--- src/rtl/storage_bank_if.sv ---
// Command/status bundle between the button/switch front end and the storage bank.
// The master drives the pushes, switches, serial bit and view index; the slave drives the display/status side.
interface storage_bank_if #(
    parameter int WIDTH = 8,
    parameter int DEPTH = 4
);
    localparam int PW = $clog2(DEPTH);

    logic             record_push;
    logic             transfer_push;
    logic             copy_push;
    logic [WIDTH-1:0] switches;
    logic             serial_in;
    logic [PW-1:0]    view_sel;
    logic [WIDTH-1:0] redled;
    logic [WIDTH-1:0] greenled;
    logic [PW-1:0]    wr_ptr;
    logic [PW:0]      count;
    logic             full;
    logic             busy;
    logic             done;

    modport master (
        output record_push, transfer_push, copy_push, switches, serial_in, view_sel,
        input  redled, greenled, wr_ptr, count, full, busy, done
    );
    modport slave (
        input  record_push, transfer_push, copy_push, switches, serial_in, view_sel,
        output redled, greenled, wr_ptr, count, full, busy, done
    );
endinterface

--- src/rtl/storage_bank.sv ---
// Working "red" register plus a circular bank of stored words, filled either by
// a bit-serial transfer (red rotates out through the target entry) or a parallel copy.
module storage_bank #(
    parameter int WIDTH = 8,
    parameter int DEPTH = 4
) (
    input logic            clk,
    input logic            reset,
    storage_bank_if.slave  bus
);
    localparam int PW = $clog2(DEPTH);
    localparam int BW = $clog2(WIDTH);
    localparam logic [BW-1:0] LAST_BIT = BW'(WIDTH - 1);
    localparam logic [PW:0]   FULL_CNT = (PW + 1)'(DEPTH);

    typedef enum logic {IDLE, SHIFT} state_t;

    state_t                       state, state_nx;
    logic [BW-1:0]                bitcnt;
    logic [WIDTH-1:0]             red;
    logic [DEPTH-1:0][WIDTH-1:0]  bank;
    logic [PW-1:0]                wr_ptr;
    logic [PW:0]                  count, count_nx;
    logic                         full, done;
    logic                         do_record, do_transfer, do_copy, last_shift, commit;

    // Commands are only decoded in IDLE; record > transfer > copy.
    always_comb begin
        do_record   = (state == IDLE) && bus.record_push;
        do_transfer = (state == IDLE) && bus.transfer_push && !bus.record_push;
        do_copy     = (state == IDLE) && bus.copy_push && !bus.record_push && !bus.transfer_push;
        last_shift  = (state == SHIFT) && (bitcnt == LAST_BIT);
        commit      = do_copy || last_shift;
        count_nx    = (count == FULL_CNT) ? count : count + 1'b1;
    end

    always_ff @(posedge clk) begin
        if (!reset) state <= IDLE;
        else        state <= state_nx;
    end

    always_comb begin
        state_nx = state;
        case (state)
            IDLE:    if (do_transfer) state_nx = SHIFT;
            SHIFT:   if (bitcnt == LAST_BIT) state_nx = IDLE;
            default: state_nx = IDLE;
        endcase
    end

    always_comb begin
        bus.busy = (state == SHIFT);
    end

    always_ff @(posedge clk) begin
        if (!reset) begin
            red    <= '0;
            bank   <= '0;
            wr_ptr <= '0;
            count  <= '0;
            full   <= 1'b0;
            bitcnt <= '0;
            done   <= 1'b0;
        end else begin
            done <= last_shift;
            if (do_record)   red    <= bus.switches;
            if (do_transfer) bitcnt <= '0;
            // red drains LSB-first into the top of the target entry while serial_in refills red.
            if (state == SHIFT) begin
                red            <= {bus.serial_in, red[WIDTH-1:1]};
                bank[wr_ptr]   <= {red[0], bank[wr_ptr][WIDTH-1:1]};
                bitcnt         <= bitcnt + 1'b1;
            end
            if (do_copy) bank[wr_ptr] <= red;
            if (commit) begin
                wr_ptr <= wr_ptr + 1'b1;
                count  <= count_nx;
                full   <= (count_nx == FULL_CNT);
            end
        end
    end

    assign bus.redled   = red;
    assign bus.greenled = bank[bus.view_sel];
    assign bus.wr_ptr   = wr_ptr;
    assign bus.count    = count;
    assign bus.full     = full;
    assign bus.done     = done;
endmodule

--- src/flat_wrapper.sv ---
// flat-port wrapper written by rule: the top's interface ports become plain ports
module storage_bank_flat 
#(
    parameter int WIDTH = 8,
    parameter int DEPTH = 4
)
  (clk, reset, bus_record_push, bus_transfer_push, bus_copy_push, bus_switches, bus_serial_in, bus_view_sel, bus_redled, bus_greenled, bus_wr_ptr, bus_count, bus_full, bus_busy, bus_done);
  storage_bank_if #(.WIDTH(WIDTH), .DEPTH(DEPTH)) bus_i ();
  input logic clk;
  input logic reset;
  input wire logic [$bits(bus_i.record_push)-1:0] bus_record_push;
  input wire logic [$bits(bus_i.transfer_push)-1:0] bus_transfer_push;
  input wire logic [$bits(bus_i.copy_push)-1:0] bus_copy_push;
  input wire logic [$bits(bus_i.switches)-1:0] bus_switches;
  input wire logic [$bits(bus_i.serial_in)-1:0] bus_serial_in;
  input wire logic [$bits(bus_i.view_sel)-1:0] bus_view_sel;
  output wire logic [$bits(bus_i.redled)-1:0] bus_redled;
  output wire logic [$bits(bus_i.greenled)-1:0] bus_greenled;
  output wire logic [$bits(bus_i.wr_ptr)-1:0] bus_wr_ptr;
  output wire logic [$bits(bus_i.count)-1:0] bus_count;
  output wire logic [$bits(bus_i.full)-1:0] bus_full;
  output wire logic [$bits(bus_i.busy)-1:0] bus_busy;
  output wire logic [$bits(bus_i.done)-1:0] bus_done;
  assign bus_i.record_push = bus_record_push;
  assign bus_i.transfer_push = bus_transfer_push;
  assign bus_i.copy_push = bus_copy_push;
  assign bus_i.switches = bus_switches;
  assign bus_i.serial_in = bus_serial_in;
  assign bus_i.view_sel = bus_view_sel;
  assign bus_redled = bus_i.redled;
  assign bus_greenled = bus_i.greenled;
  assign bus_wr_ptr = bus_i.wr_ptr;
  assign bus_count = bus_i.count;
  assign bus_full = bus_i.full;
  assign bus_busy = bus_i.busy;
  assign bus_done = bus_i.done;
  storage_bank #(.WIDTH(WIDTH), .DEPTH(DEPTH)) u_core (.clk(clk), .reset(reset), .bus(bus_i));
endmodule
--- config.mk ---
export PLATFORM = sky130hd
export DESIGN_NAME = storage_bank_flat
export DESIGN_NICKNAME = d
export VERILOG_FILES = /design/src/rtl/storage_bank_if.sv /design/src/rtl/storage_bank.sv /design/src/flat_wrapper.sv
export SDC_FILE = /design/constraint.sdc
export NUM_CORES = 1
export LEC_CHECK = 0
export CORE_MARGIN = 5
export CORE_UTILIZATION = 54
export DETAILED_ROUTE_END_ITERATION = 6
export GPL_ROUTABILITY_DRIVEN = 0
export HOLD_SLACK_MARGIN = 0.02
export PLACE_DENSITY_LB_ADDON = 0.12
export SLEW_MARGIN = 5
export SYNTH_ARGS = -nofsm -noshare
export SYNTH_HDL_FRONTEND = slang
export SYNTH_SLANG_ARGS = --single-unit
--- constraint.sdc ---
create_clock -name clk -period 2.73 [get_ports clk]
set_input_delay 0.546 -clock clk [delete_from_list [all_inputs] [get_ports clk]]
set_output_delay 0.546 -clock clk [all_outputs]
set_load 0.005 [all_outputs]
Word level (Yosys, flattened, before mapping)
Cells that the tools add are included.
{"block": "word_totals", "regBits": 51, "elab_cells": 53}
{"block": "classes", "n_bitwise": 1, "n_mux": 19, "n_addsub": 3, "eq_ne": 3, "n_lt_le_gt_ge": 3, "reduce_logical": 13}
{"cell": "32-bit two-way mux", "n": 3}
{"cell": "32-bit bitwise mux", "n": 2}
{"cell": "8-bit two-way mux", "n": 5}
{"cell": "8-bit binary-select mux with 2-bit select", "n": 2}
{"cell": "8-bit demux with 2-bit select", "n": 1}
{"cell": "3-bit equality test, second input constant", "n": 3}
{"cell": "3-bit two-way mux", "n": 3}
{"cell": "1-bit logical AND", "n": 8}
{"cell": "3-bit by 1-bit adder with 3-bit output, second input constant", "n": 2}
{"cell": "2-bit by 3-bit less-than comparator with 1-bit output, second input constant", "n": 2}
{"cell": "2-bit nonzero test", "n": 2}
{"cell": "2-bit by 1-bit adder with 2-bit output, second input constant", "n": 1}
{"cell": "2-bit by 1-bit >= comparator with 1-bit output, second input constant", "n": 1}
{"cell": "1-bit zero test", "n": 2}
{"cell": "1-bit two-way mux", "n": 2}
{"cell": "1-bit one-hot mux with 2 select lines", "n": 1}
{"cell": "1-bit logical OR", "n": 1}
{"cell": "1-bit inverter", "n": 1}

Logic depth before layout (Yosys ltp)
{"block": "logic_depth", "depth_word": 9, "ltp_mapped": 8, "depth_no_buf": 5}

Worst setup path after synthesis
Ideal clock, no wire load.
{"block": "synth_path", "path_kind": "reg2reg", "startpoint": "reg u_core.wr_ptr[1], in the netlist u_core.bus.wr_ptr[1]", "endpoint": "reg u_core.bank[14] (netlist name)", "setup_time_ns": 0.126, "stages_incl_launch_ff": 9, "setup_slack_ns": 0.848, "t_required_ns": 2.604, "arrival_time_ns": 1.756, "path_cell_list": "dfxtp_1 buf_2 buf_2 inv_1 ha_1 and3_1 clkbuf_1 a222oi_1 a21oi_1"}
{"block": "synth_between", "elab_chain_cells": 9, "word_cells_on_any_way": 12}
{"item": "from (decl)", "line_no": "storage_bank.sv:22", "source": "logic [PW-1:0] wr_ptr;"}
{"item": "from (signal assigned)", "line_no": "storage_bank.sv:76", "source": "wr_ptr <= wr_ptr + 1'b1;"}
{"item": "2-bit by 3-bit less-than comparator with 1-bit output (implied by the code) or 2-bit by 1-bit >= comparator with 1-bit output (tied branches)", "line_no": "storage_bank.sv:71, storage_bank.sv:74"}
{"item": "1-bit logical AND (implied by the code)", "line_no": "storage_bank.sv:71, storage_bank.sv:74"}
{"item": "8-bit two-way mux (implied by the code)", "line_no": "storage_bank.sv:71, storage_bank.sv:74"}
{"item": "8-bit demux with 2-bit select"}
{"item": "32-bit bitwise mux", "line_no": "storage_bank.sv:71", "source": "bank[wr_ptr] <= {red[0], bank[wr_ptr][WIDTH-1:1]};"}
{"item": "32-bit two-way mux", "line_no": "storage_bank.sv:69", "source": "if (state == SHIFT) begin"}
{"item": "32-bit two-way mux", "line_no": "storage_bank.sv:56", "source": "if (!reset) begin"}
{"item": "32-bit bitwise mux", "line_no": "storage_bank.sv:74", "source": "if (do_copy) bank[wr_ptr] <= red;"}
{"item": "32-bit two-way mux (*)", "line_no": "storage_bank.sv:74"}
{"item": "to (signal, indexed assignment)", "line_no": "storage_bank.sv:71"}
{"item": "to (signal, indexed assignment)", "line_no": "storage_bank.sv:74"}
{"item": "to (decl)", "line_no": "storage_bank.sv:21", "source": "logic [DEPTH-1:0][WIDTH-1:0] bank;"}
Every way passes the cells marked *; elsewhere a longest branch is shown, timed or not. The select of a mux whose other input is x is not followed.
A chain may end at the register's enable or synchronous reset.

Worst setup path after layout
{"block": "layout_path", "startpoint": "in bus_view_sel[1]", "endpoint": "out bus_greenled[3]"}
{"block": "layout_between", "elab_chain_cells": 2}
{"item": "from (decl)", "line_no": "flat_wrapper.sv:16", "source": "input wire logic [$bits(bus_i.view_sel)-1:0] bus_view_sel;"}
{"item": "8-bit binary-select mux with 2-bit select", "line_no": "storage_bank.sv:84", "source": "assign bus.greenled = bank[bus.view_sel];"}
{"item": "8-bit two-way mux (implied by the code)", "line_no": "storage_bank.sv:84"}
{"item": "to (decl)", "line_no": "flat_wrapper.sv:18", "source": "output wire logic [$bits(bus_i.greenled)-1:0] bus_greenled;"}
No other way between the ends. The select of a mux whose other input is x is not followed.

==> flow_summary_export.csv <==
group,metric,value,unit
setup_path,crit_required,2.18,ns
yosys,synth_seq_cells,51,
setup_path,worstSetupPathType,"in -> out",
yosys,synth.avg_cell_area,9.83,sq um
power_and_ir_drop,max-vdd-ir-drop,0.000294,V
yosys,synth.area.top_cells,"dfxtp_1 35%, a222oi_1 9.5%, mux2_2 8.8%",
placed_design,dp.cells,388,
grt,grt_overflow,0,
placed_design,dpl_worst_slack,0.0192,ns
sta,tightest_slew,0.878,ns
sta,slew_violations,0,
hold_path,min_path_type,"reg -> reg",
detailed_routing,vias,2677,
yosys,yosysWarnings,0,
yosys,ys_seq_area_share,34.7,%
yosys,synth-xor-area-share,0,%
detailed_routing,drt-initial-drc-count,498,
final_layout,syn_to_final_growth,17.4,%
final_layout,antenna_cells,0,
status,outcome,"complete, but fails checks",
yosys,postSynthCellCount,299,
final_layout,drive_above_1_share,15.3,%
yosys,synthMuxAreaShare,18.7,%
detailed_routing,drcViolationCount,5,
grt,track_usage,22.3,%
hold_path,holdPathStages,2,
yosys,synth_top_family_by_area,"compound AO/OA/AOI/OAI gates",
yosys,async_flop_share,0,%
yosys,synth_fa_ha_area_share,4.26,%
setup_path,rr_worst_depth,3,
clock_tree,cts_tree,"done",
yosys,yosys.area.top_type,"dfxtp_1",
detailed_routing,routed_wl,7.88,mm
hold_path,worst_hold_path.endpoint,"u_core.bitcnt[2]",
placed_design,dp_hpwl,5.35,mm
detailed_routing,avgRoutedWirePerCell,19.8,microns
floorplan,initial_core_util,56.5,%
detailed_routing,drt_first_pass_iters,7,
setup_path,cp-end-kind,"output port",
placed_design,port_buffers,39,
sta,setup_viol,0,
detailed_routing,drtAntennaViolNets,0,
setup_path,cp_max_fo,8,
final_layout,finalNonFillerCells,397,
sta,fmax,0.404,GHz
clock_tree,clkLatencyLatePin,0.31,ns
grt,grt_max_degree,39,
sta,relSlewSlack,41.4,%
final_layout,fin_nets,352,
sta,fin_setup_tns,0,ns
sta,fin_hold_ws,0.507,ns
hold_path,hp-start,"u_core.bitcnt[2]",
setup_path,r2r_end,"u_core.bank[14]",
sta,fin_crit_sh,90.7,%
sta,finalHoldViolCount,0,
job,timing.max_cap.violations,0,
floorplan,die_h,83.8,microns
yosys,syn_area,0.00294,sq mm
setup_path,critical_path_arrival,1.93,ns
yosys,synth_edf_count,0,
sta,fin_ws,0.253,ns
yosys,yosys.area_share.simple,10.8,%
floorplan,num_io_pins,40,
sta,period_needed,2.48,ns
clock_tree,htreeDepth,2,
yosys,synth_flop_cell,"dfxtp_1",
detailed_routing,viasPerCell,6.74,
setup_path,cp-start-kind,"input pin",
yosys,syn-num-nets,325,
power_and_ir_drop,p_per_area,423,mW/mm^2
floorplan,coreArea,0.00520,sq mm
yosys,synth_compound_area_share,25.8,%
final_layout,layout_commonest_cell,"dfxtp_1",
yosys,synth_cell_types,35,
power_and_ir_drop,p_leak,1.23,nW
grt,grt_pass1_vias,2606,
final_layout,layout_common_cells,"51 x dfxtp_1, 37 x clkdlybuf4s50_1, 35 x a21oi_1, 28 x a222oi_1, 28 x o31ai_1",
grt,grt_pass1_wl,12.8,mm
clock_tree,clk_pin_slew,0.10,ns
final_layout,num-fill-cells,458,
floorplan,die_w,83.8,microns
setup_path,r2r_slack,0.67,ns
floorplan,die_area,0.00702,sq mm
clock_tree,cts-buffers-inserted,5,
sta,rsz0062_at_grt,"false",
yosys,synth_top_area_share,34.7,%
grt,grt_antenna_before_repair,0,
clock_tree,clk_path_buf_depth,2,
setup_path,timing.rr.start,"u_core.bus.busy",
floorplan,rows,26,
status,failed_checks,"DRC",
sta,fin_skew,0.00683,ns
clock_tree,cts_root_buf,"clkbuf_8",
clock_tree,clock_sinks,51,
-- flip-flops by register name, indices dropped and copies added (netlist names) --
register	count
u_core.bank	32
u_core.bitcnt	3
u_core.bus.busy	1
u_core.bus.count	3
u_core.bus.done	1
u_core.bus.full	1
u_core.bus.redled	8
u_core.bus.wr_ptr	2
-- cells in the mapped netlist, types with 2 or more instances --
library cell  number
a211oi_1           3
a21oi_1           35
a222oi_1          28
a311oi_1           2
and3_1             4
and3b_1            4
buf_1              2
buf_2              6
buf_6              3
clkbuf_1          15
clkinv_1           4
dfxtp_1           51
ha_1              10
inv_1              5
mux2_2            23
mux2i_1           11
mux4_2             8
nand2_1           17
nand2b_1           3
nand3_1            4
nand3b_1           4
nor2_1            11
nor3_1             6
o21ai_0            2
o31ai_1           28
-- worst max-delay path by stage --
stage	from	end	slack (ns)	depth (start not counted)
2_1_floorplan	u_core.bus.wr_ptr[1]	u_core.bank[14]	0.85	8
3_3_place_gp	bus_view_sel[0]	bus_greenled[3]	0.03	4
3_5_place_dp	bus_view_sel[0]	bus_greenled[2]	0.02	4
4_1_cts	bus_view_sel[0]	bus_greenled[2]	0.007	4
5_1_grt	u_core.bus.busy	bus_busy	0.19	1
6_report	bus_view_sel[1]	bus_greenled[3]	0.25	4
-- power by group --
| part | leakage [nW] | switching [W] | internal, W |
|---|---|---|---|
| clock network | 0.0454 | 0.000261 | 0.000185 |
| registers | 0.414 | 0.0000372 | 0.000765 |
| logic | 0.768 | 0.0000978 | 0.000114 |
| total | 1.23 | 0.000396 | 0.00106 |
-- area by class of cell --
class / count / area, sq um / area share (%)
repair buffers: 47 / 468 / 13.6
well taps: 70 / 87.6 / 2.54
multi-input cells: 212 / 1750 / 50.7
clock inverters: 2 / 17.5 / 0.508
clock buffers: 6 / 72.6 / 2.10
flip-flops and latches: 51 / 1020 / 29.6
inverters: 9 / 33.8 / 0.979
-- kinds of logic after synthesis --
logic type / Yosys count
buf+inv: 36
mux: 42
compound gates: 103
fa+ha+maj: 10
flops: 51
simple gates: 57
-- critical path, stage by stage --
cell and delay (ns):
clkdlybuf4s50_1 0.46, buf_4 0.17, mux4_2 0.30, clkdlybuf4s50_1 0.46
-- timing repair --
item                                   4_1_cts  5_1_grt
hold buffers                                 0        0
endpoints found under the hold margin        0        0
gates resized for setup                      0        2
setup buffers                                0        1
setup endpoints to repair                    0        8
-- routing by layer --
metal / GRT usage, % / part of all wire [%] / wire length (microns)
met5: 0 / 0 / 0
met4: 8.77 / 1.3 / 100
met3: 4.15 / 9.4 / 743
met2: 34.2 / 46 / 3610
met1: 30.8 / 43 / 3420
-- per-stage QoR --
step                      utilization, %  instance area, sq um  total power, W
final                               66.3                  3450         0.00146
after global routing                66.3                  3450         0.00152
after CTS                           66.0                  3440         0.00146
after detailed placement            64.3                  3350         0.00103
after global placement              64.3                  3350         0.00102
after floorplan                        -                  2940        0.000943
Power figures use the tool's default switching activity.
